## src/rtl/wb_pkg.sv

```systemverilog
// Shared encodings for the GPR writeback block: load size codes and the x0 register index.
package wb_pkg;

   localparam logic [1:0] LSU_SZ_B = 2'b00;
   localparam logic [1:0] LSU_SZ_H = 2'b01;
   localparam logic [1:0] LSU_SZ_W = 2'b10;
   localparam logic [1:0] LSU_SZ_D = 2'b11;

   localparam logic [4:0] REG_ZERO = 5'd0;

endpackage

```

## src/rtl/wb_fifo2.sv

```systemverilog
// Two-entry FIFO of {rd, data} for ALU results; exposes per-entry valid/rd so the
// parent can build the pending-write mask.
module wb_fifo2 #(
   parameter int DATA_WIDTH = 64
) (
   input  logic                  clk,
   input  logic                  rst,
   input  logic                  push,
   input  logic                  pop,
   input  logic [4:0]            push_rd,
   input  logic [DATA_WIDTH-1:0] push_data,
   output logic                  full,
   output logic                  empty,
   output logic [4:0]            head_rd,
   output logic [DATA_WIDTH-1:0] head_data,
   output logic [1:0]            entry_valid,
   output logic [1:0][4:0]       entry_rd
);

   logic [4:0]            rd_mem [2];
   logic [DATA_WIDTH-1:0] data_mem [2];
   logic [1:0]            valid_reg;
   logic                  wr_ptr_reg;
   logic                  rd_ptr_reg;
   logic                  do_push;
   logic                  do_pop;

   assign full    = valid_reg[0] & valid_reg[1];
   assign empty   = ~(valid_reg[0] | valid_reg[1]);
   assign do_push = push & ~full;
   assign do_pop  = pop & ~empty;

   // Payload storage carries no reset; the valid bits alone decide what is live.
   always_ff @(posedge clk) begin
      if (do_push) begin
         rd_mem[wr_ptr_reg]   <= push_rd;
         data_mem[wr_ptr_reg] <= push_data;
      end
   end

   always_ff @(posedge clk) begin
      if (rst) begin
         valid_reg  <= 2'b00;
         wr_ptr_reg <= 1'b0;
         rd_ptr_reg <= 1'b0;
      end else begin
         if (do_push) begin
            valid_reg[wr_ptr_reg] <= 1'b1;
            wr_ptr_reg            <= ~wr_ptr_reg;
         end
         if (do_pop) begin
            valid_reg[rd_ptr_reg] <= 1'b0;
            rd_ptr_reg            <= ~rd_ptr_reg;
         end
      end
   end

   assign head_rd     = rd_mem[rd_ptr_reg];
   assign head_data   = data_mem[rd_ptr_reg];
   assign entry_valid = valid_reg;

   genvar gi;
   generate
      for (gi = 0; gi < 2; gi++) begin : g_entry
         assign entry_rd[gi] = rd_mem[gi];
      end
   endgenerate

endmodule

```

## src/rtl/gpr_writeback.sv

```systemverilog
// GPR write-port master: arbitrates buffered ALU results against unbuffered loads,
// extends load data, registers the write and publishes the pending-write mask.
module gpr_writeback
   import wb_pkg::*;
#(
   parameter int DATA_WIDTH   = 64,
   parameter int STARVE_LIMIT = 4
) (
   input  logic                  clk,
   input  logic                  rst,
   input  logic                  alu_valid,
   output logic                  alu_ready,
   input  logic [4:0]            alu_rd,
   input  logic [DATA_WIDTH-1:0] alu_data,
   input  logic                  lsu_valid,
   output logic                  lsu_ready,
   input  logic [4:0]            lsu_rd,
   input  logic [DATA_WIDTH-1:0] lsu_data,
   input  logic [1:0]            lsu_size,
   input  logic                  lsu_unsigned,
   output logic                  wen,
   output logic [4:0]            waddr,
   output logic [DATA_WIDTH-1:0] wdata,
   output logic [31:0]           wb_pending,
   output logic [63:0]           retire_cnt
);

   localparam int SW = $clog2(STARVE_LIMIT + 1);

   logic                  fifo_full;
   logic                  fifo_empty;
   logic [4:0]            head_rd;
   logic [DATA_WIDTH-1:0] head_data;
   logic [1:0]            entry_valid;
   logic [1:0][4:0]       entry_rd;

   logic                  alu_acc;
   logic                  lsu_win;
   logic                  fifo_pop;
   logic                  force_alu;
   logic                  have_winner;
   logic [4:0]            win_rd;
   logic [DATA_WIDTH-1:0] win_data;
   logic [DATA_WIDTH-1:0] lsu_ext;

   logic                  wen_reg;
   logic [4:0]            waddr_reg;
   logic [DATA_WIDTH-1:0] wdata_reg;
   logic [SW-1:0]         starve_cnt_reg;
   logic [63:0]           retire_cnt_reg;

   wb_fifo2 #(.DATA_WIDTH(DATA_WIDTH)) u_fifo (
      .clk         (clk),
      .rst         (rst),
      .push        (alu_acc),
      .pop         (fifo_pop),
      .push_rd     (alu_rd),
      .push_data   (alu_data),
      .full        (fifo_full),
      .empty       (fifo_empty),
      .head_rd     (head_rd),
      .head_data   (head_data),
      .entry_valid (entry_valid),
      .entry_rd    (entry_rd)
   );

   assign force_alu   = ~fifo_empty && (starve_cnt_reg >= SW'(STARVE_LIMIT));
   assign alu_ready   = ~fifo_full;
   assign lsu_ready   = ~force_alu;
   assign alu_acc     = alu_valid & alu_ready;
   assign lsu_win     = lsu_valid & lsu_ready;
   assign fifo_pop    = ~lsu_win & ~fifo_empty;
   assign have_winner = lsu_win | fifo_pop;

   always_comb begin
      lsu_ext = lsu_data;
      case (lsu_size)
         LSU_SZ_B: lsu_ext = {{(DATA_WIDTH-8){~lsu_unsigned & lsu_data[7]}}, lsu_data[7:0]};
         LSU_SZ_H: lsu_ext = {{(DATA_WIDTH-16){~lsu_unsigned & lsu_data[15]}}, lsu_data[15:0]};
         LSU_SZ_W: lsu_ext = {{(DATA_WIDTH-32){~lsu_unsigned & lsu_data[31]}}, lsu_data[31:0]};
         default:  lsu_ext = lsu_data;
      endcase
   end

   always_comb begin
      win_rd   = head_rd;
      win_data = head_data;
      if (lsu_win) begin
         win_rd   = lsu_rd;
         win_data = lsu_ext;
      end
   end

   always_ff @(posedge clk) begin
      if (rst) begin
         wen_reg        <= 1'b0;
         waddr_reg      <= REG_ZERO;
         wdata_reg      <= '0;
         starve_cnt_reg <= '0;
         retire_cnt_reg <= '0;
      end else begin
         wen_reg <= have_winner && (win_rd != REG_ZERO);
         if (have_winner) begin
            waddr_reg <= win_rd;
            wdata_reg <= win_data;
         end
         if (fifo_empty || fifo_pop)
            starve_cnt_reg <= '0;
         else if (lsu_win && starve_cnt_reg < SW'(STARVE_LIMIT))
            starve_cnt_reg <= starve_cnt_reg + 1'b1;
         retire_cnt_reg <= retire_cnt_reg + 64'(alu_acc) + 64'(lsu_win);
      end
   end

   // Mask is built from registered state only, so decode sees no input-to-output path.
   always_comb begin
      wb_pending = '0;
      for (int i = 0; i < 2; i++) begin
         if (entry_valid[i] && entry_rd[i] != REG_ZERO)
            wb_pending[entry_rd[i]] = 1'b1;
      end
      if (wen_reg)
         wb_pending[waddr_reg] = 1'b1;
   end

   assign wen        = wen_reg;
   assign waddr      = waddr_reg;
   assign wdata      = wdata_reg;
   assign retire_cnt = retire_cnt_reg;

endmodule

```

## config.mk

```make
export PLATFORM = sky130hd
export DESIGN_NAME = gpr_writeback
export DESIGN_NICKNAME = d
export VERILOG_FILES = /design/src/rtl/wb_pkg.sv /design/src/rtl/wb_fifo2.sv /design/src/rtl/gpr_writeback.sv
export SDC_FILE = /design/constraint.sdc
export NUM_CORES = 1
export LEC_CHECK = 0
export ABC_CLOCK_PERIOD_IN_PS = 13700
export BUFFER_PORTS_ARGS = -buffer_cell sky130_fd_sc_hd__buf_2
export CAP_MARGIN = 20
export CORE_ASPECT_RATIO = 1.75
export CORE_MARGIN = 8
export CORE_UTILIZATION = 55
export CTS_BUF_LIST = sky130_fd_sc_hd__clkbuf_8
export DETAILED_ROUTE_END_ITERATION = 8
export MAX_ROUTING_LAYER = met4
export PLACE_DENSITY = 0.93
export SLEW_MARGIN = 20
export SYNTH_ARGS = -nofsm -noshare
export SYNTH_HDL_FRONTEND = slang
export SYNTH_HIERARCHICAL = 1
export SYNTH_SLANG_ARGS = --single-unit
```

## constraint.sdc

```tcl
create_clock -name clk -period 13.7 [get_ports clk]
set_input_delay 2.74 -clock clk [delete_from_list [all_inputs] [get_ports clk]]
set_output_delay 2.74 -clock clk [all_outputs]
set_load 0.02 [all_outputs]
```

Word-level counts from Yosys, hierarchy flattened:

Memory sizes are Yosys's and may differ from the RTL's. A register that Yosys moved wholly into a read port is not among the register bits.
Cells that the tools add are included.

* memories kept: 2
* flip-flop bits (word level): 141
* word-level logic and storage cells: 91
* memory bits (writable): 138

* $lt $le $gt $ge: 12
* reductions and logical operators: 16
* equal/unequal tests: 2
* add/sub/neg operators: 3
* mux-type cells: 25
* bitwise operators: 23

Memory list
* u_fifo.data_mem: depth 2, bits a word 64, read ports 1, clocked after memory_dff 1, write ports 1, RTL line wb_fifo2.sv:21 `logic [DATA_WIDTH-1:0] data_mem [2];`
* u_fifo.rd_mem: depth 2, bits a word 5, read ports 3, clocked after memory_dff 1, write ports 1, RTL line wb_fifo2.sv:20 `logic [4:0] rd_mem [2];`

Operator list (count)
* $pmux 64 s3: 1
* $add 64x1->64: 2
* $mux 32: 3
* $mux 64: 1
* $or 32x32->32: 2
* $lt 5x6->1 const B: 3
* $demux 1 s5: 3
* $ge 5x1->1 const B: 3
* $reduce_bool 5->1: 3
* $mux 1: 11
* $logic_and 1x1->1: 10
* $and 1x1->1: 9
* $not 1->1: 7
* $mux 2: 3
* $mux 5: 1
* $lt 1x2->1 const B: 2
* $add 3x1->3 const B: 1
* $ge 3x3->1 const B: 1
* $lt 3x3->1 const B: 1
* $and 2x2->2: 1
* $demux 1 s1: 2
* $eq 2x1->1 const B: 1
* $eq 2x2->1 const B: 1
* $ge 1x1->1 const B: 2
* 6 further kinds: 7

Depth between registers and ports, before layout:

* depth in word-level cells: 9
* gate-level depth with buffers: 17
* depth with buffers taken out: 12

Hierarchy:

The synthesis kept the hierarchy.

By module, submodules not included
* gpr_writeback: seq. area each 2742.6 µm², times used 1, area each 7299.5 µm², cells each 939
* wb_fifo2: seq. area each 4244.1 µm², times used 1, area each 5247.5 µm², cells each 239

Least setup slack after synthesis:

Ideal clock, no wire load.

* path kind: input-to-reg
* from: in alu_valid
* to: mem u_fifo.data_mem[0][0], enable pin
* buffers on the path: 0
* slack: 6.859 ns
* data arrival time: 6.336 ns
* cell stages on the path: 3
* library setup time: 0.505 ns
* cell sequence: nor2b_1 > a21boi_0 > nor2b_1

* longest elaborated chain between the ends: 4

RTL lines
* start: declaration: RTL line gpr_writeback.sv:11 `input logic alu_valid,`
* $and 1x1->1: RTL line gpr_writeback.sv:70 `assign alu_acc = alu_valid & alu_ready;`
* $and 1x1->1: RTL line wb_fifo2.sv:30 `assign do_push = push & ~full;`
* $mux 1: RTL line wb_fifo2.sv:35 `if (do_push) begin`
* $mux 1 (implied by the code): RTL line wb_fifo2.sv:37 `data_mem[wr_ptr_reg] <= push_data;`
* end: declaration: RTL line wb_fifo2.sv:21

No other way between the ends.

Worst setup path after layout:

* from: in lsu_valid
* to: reg retire_cnt_reg[62] (netlist: retire_cnt[62])

* longest elaborated chain between the ends: 2

RTL lines
* start: declaration: RTL line gpr_writeback.sv:15 `input logic lsu_valid,`
* $and 1x1->1: RTL line gpr_writeback.sv:71 `assign lsu_win = lsu_valid & lsu_ready;`
* $add 64x1->64: RTL line gpr_writeback.sv:111 `retire_cnt_reg <= retire_cnt_reg + 64'(alu_acc) + 64'(lsu_win);`
* end signal: assignment: RTL line gpr_writeback.sv:111
* end: declaration: RTL line gpr_writeback.sv:50 `logic [63:0] retire_cnt_reg;`

No other way between the ends.
A chain may end at the register's enable or synchronous reset.

==> flow_metrics.tcl <==
set metrics [dict create \
    antenna_found_initial 13 \
    cpPeakStageDelay_ns 0.68 \
    wl_met1_um 13000 \
    crit_path_max_fanout 30 \
    synthDistinctLibCells 54 \
    clock_path_buffers 3 \
    largest_reg_flops 128 \
    skew_ns 0.0181 \
    max_cap_viol_count 0 \
    ys_seq_area_share_pct 55.7 \
    max_freq_mhz 182 \
    end_kind "flip-flop" \
    overflow 0 \
    routed_wl_um 37300 \
    clkTransAtPathRegs_ns 0.07 \
    slew_viol_final 0 \
    crit_chain "buf_2, and2_2, inv_1, buf_4, fa_1, inv_1, ha_1, nand4_1, nor4_4, nand4_2, o31a_1, o21ba_2" \
    initial_core_util_pct 55.6 \
    synthFlopType "dfxtp_1" \
    syn_nets 1326 \
    ff2ff_path_depth 13 \
    r2r_end "retire_cnt[62]$_SDFF_PP0_" \
    utilization_pct 66.7 \
    grt_pass1_vias 11000 \
    htree_levels 2 \
    synth_xor_xnor_area_share_pct 2.65 \
    syn_area_um2 12500 \
    hold_viol 0 \
    fin_crit_ns 5.49 \
    synth-compound-area-share_pct 13.0 \
    outcome "complete, no violations" \
    clock_latency_ns 0.55 \
    wl_met3_um 2880 \
    place_area_um2 14300 \
    cts_tree "done" \
    nets 1610 \
    wl_met2_um 19400 \
    yosysWarnings 6 \
    grt_pass1_wl_um 57200 \
    core_um2 22600 \
    synthSimpleGateAreaFrac_pct 17.3 \
    cts_setup_buffers 0 \
    slew_headroom_pct 25.3 \
    layout_common_cells "buf_2 (311), dfxtp_1 (141), edfxtp_1 (138), nand2_1 (114), a21oi_1 (93)" \
    dr.first_iter.drc_count 842 \
    holdWs_ns 0.425 \
    synth_top_area_share_pct 33.0 \
    final_cell_area_um2 15100 \
    ff2ff_setup_slack_ns 9.75 \
    numCtsBuffers 40 \
    nFillCells 1692 \
    dieArea_um2 28100 \
    drt_pass1_iterations 6 \
    synthMuxAreaShare_pct 7.80 \
    io_pins 313 \
    cts.sinks 280 \
    layout-area-overhead-vs-synth_pct 20.0 \
    grt_setup_unrepaired "no" \
    synth_top_family_by_area "simple AND/OR/NAND/NOR gates" \
    reg2reg_from "u_fifo/entry_valid[0]$_SDFF_PP0_" \
    grt_max_degree 102 \
    ant_nets 0 \
    die_x_um 130 \
    endpoint "retire_cnt[62]$_SDFF_PP0_" \
    grt_use_total_pct 26.6 \
    final_common_cell "buf_2" \
    synth_edf_count 138 \
    yosys-top-cells-area "edfxtp_1 (33%), dfxtp_1 (23%), mux2_2 (5.6%)" \
    dp_hpwl_um 25400 \
    power.leakage_nw 6.33 \
    post_cts_resized 0 \
    worstSetupPathType "input port to flip-flop" \
    finalSetupViolCount 0 \
    layout-drive-gt1-share_pct 31.5 \
    crit_slowest_cell "nor4_4" \
    cts-root-buf "clkbuf_8" \
    async_reset_ff_share_pct 0 \
    synth.avg_cell_area_um2 10.7 \
    avgViaCountPerCell 5.95 \
    post-route-period-util_pct 40.1 \
    cp.required_ns 14.15 \
    portBuffers 312 \
    synth_fa_ha_area_share_pct 0.359 \
    power.density_nw_per_um2 121 \
    routabilityCongestion 0.882 \
    drc 0 \
    rows 73 \
    wl_per_cell_um 20.7 \
    crit_top_cell "inv_1" \
    tightest_slew_ns 1.12 \
    yosys_register_bits 280 \
    dr_total_vias 10700 \
    route.top_layer_used "met4" \
    crit_arrival_ns 5.94 \
    cp-start-kind "input port" \
    min_path_type "flip-flop to flip-flop" \
    die_h_um 216 \
    syn_inst 1178 \
    critPathLaunch "lsu_valid" \
    yosysTopAreaCell "edfxtp_1" \
    tns_ns 0 \
    max-vdd-ir-drop_v 0.000120 \
    cts-hold-fix-buffers 0 \
]
[cells by family (layout without fill, tap and decap cells)]
kind of cell,count (synthesis),in the layout
xor gates and xnor gates,38,38
DFF,280,280
AOI/OAI and AO/OA,262,262
other,0,13
and+or+nand+nor,412,412
muxes,85,85
buffers and inverters,98,413
adders and majority gates,3,3
[power by group]
group | leakage (nW) | switching, mW | internal [mW]
clock | 0.453 | 0.309 | 0.317
combinational | 3.43 | 0.146 | 0.0903
sequential | 2.45 | 0.0279 | 0.933
[layout make-up]
| class | count | area [µm²] | area share (%) |
|---|---|---|---|
| tap | 300 | 375 | 2.49 |
| antenna | 13 | 32.5 | 0.216 |
| inverter | 19 | 71.3 | 0.474 |
| clock buffer | 44 | 606 | 4.02 |
| timing repair buffer | 321 | 1630 | 10.8 |
| multi-input combinational | 800 | 5190 | 34.5 |
| clock inverter | 29 | 153 | 1.01 |
| sequential | 280 | 6990 | 46.4 |
[metal layers]
metal,global-route usage [%],vias to the layer above
li1,-,4919
met1,27.7,5083
met2,44.1,598
met3,5.46,144
met4,17.8,0
met5,-,-
[cells in the mapped netlist, types with 3 or more instances]
cell / number
xor2_1: 27
nand3_1: 30
and3_1: 42
nor4_1: 9
nor2b_1: 9
a21oi_1: 93
o21ai_0: 57
a211oi_1: 13
or4_1: 6
mux2i_1: 13
mux2_2: 62
buf_1: 6
a22oi_1: 59
nor2_1: 94
nor4_4: 3
mux2_4: 10
and3b_1: 5
nand4_1: 22
nand2_1: 114
clkbuf_1: 59
xnor2_1: 11
edfxtp_1: 138
nand4_2: 3
nor3b_1: 8
and4_1: 5
buf_2: 10
or3_1: 20
nor3_1: 13
a311oi_1: 3
a211o_1: 16
o31ai_1: 4
dfxtp_1: 142
and2_1: 12
inv_1: 19
nand2b_1: 6
o211ai_1: 9
[how the worst min path moves through the flow]
| stage | end | depth (start not counted) | startpoint |
|---|---|---|---|
| 6_report | starve_cnt_reg[0]$_SDFFE_PP0P_ | 1 | starve_cnt_reg[0]$_SDFFE_PP0P_ |
| 5_1_grt | starve_cnt_reg[0]$_SDFFE_PP0P_ | 1 | starve_cnt_reg[0]$_SDFFE_PP0P_ |
| 4_1_cts | starve_cnt_reg[0]$_SDFFE_PP0P_ | 1 | starve_cnt_reg[0]$_SDFFE_PP0P_ |
| 3_5_place_dp | starve_cnt_reg[0]$_SDFFE_PP0P_ | 1 | starve_cnt_reg[0]$_SDFFE_PP0P_ |
| 3_3_place_gp | starve_cnt_reg[0]$_SDFFE_PP0P_ | 1 | starve_cnt_reg[0]$_SDFFE_PP0P_ |
| 2_1_floorplan | starve_cnt_reg[0]$_SDFFE_PP0P_ | 1 | starve_cnt_reg[0]$_SDFFE_PP0P_ |
[worst max-delay path, delay by kind of cell]
kind                       cells  cell delay [ns]
AOI/OAI and AO/OA              2             0.57
and+or+nand+nor                4             1.45
adders and majority gates      2             0.67
buffers and inverters          4             0.49
[per-stage QoR]
step	total power [mW]	cells	setup slack [ns]
2_1_floorplan	1.12	1178	6.86
3_3_place_gp	1.20	1720	7.55
3_5_place_dp	1.21	1720	7.43
4_1_cts	1.84	1793	8.00
5_1_grt	1.89	1806	7.98
6_report	1.82	1806	8.21
Note: power is estimated with default switching activity, not from simulation.
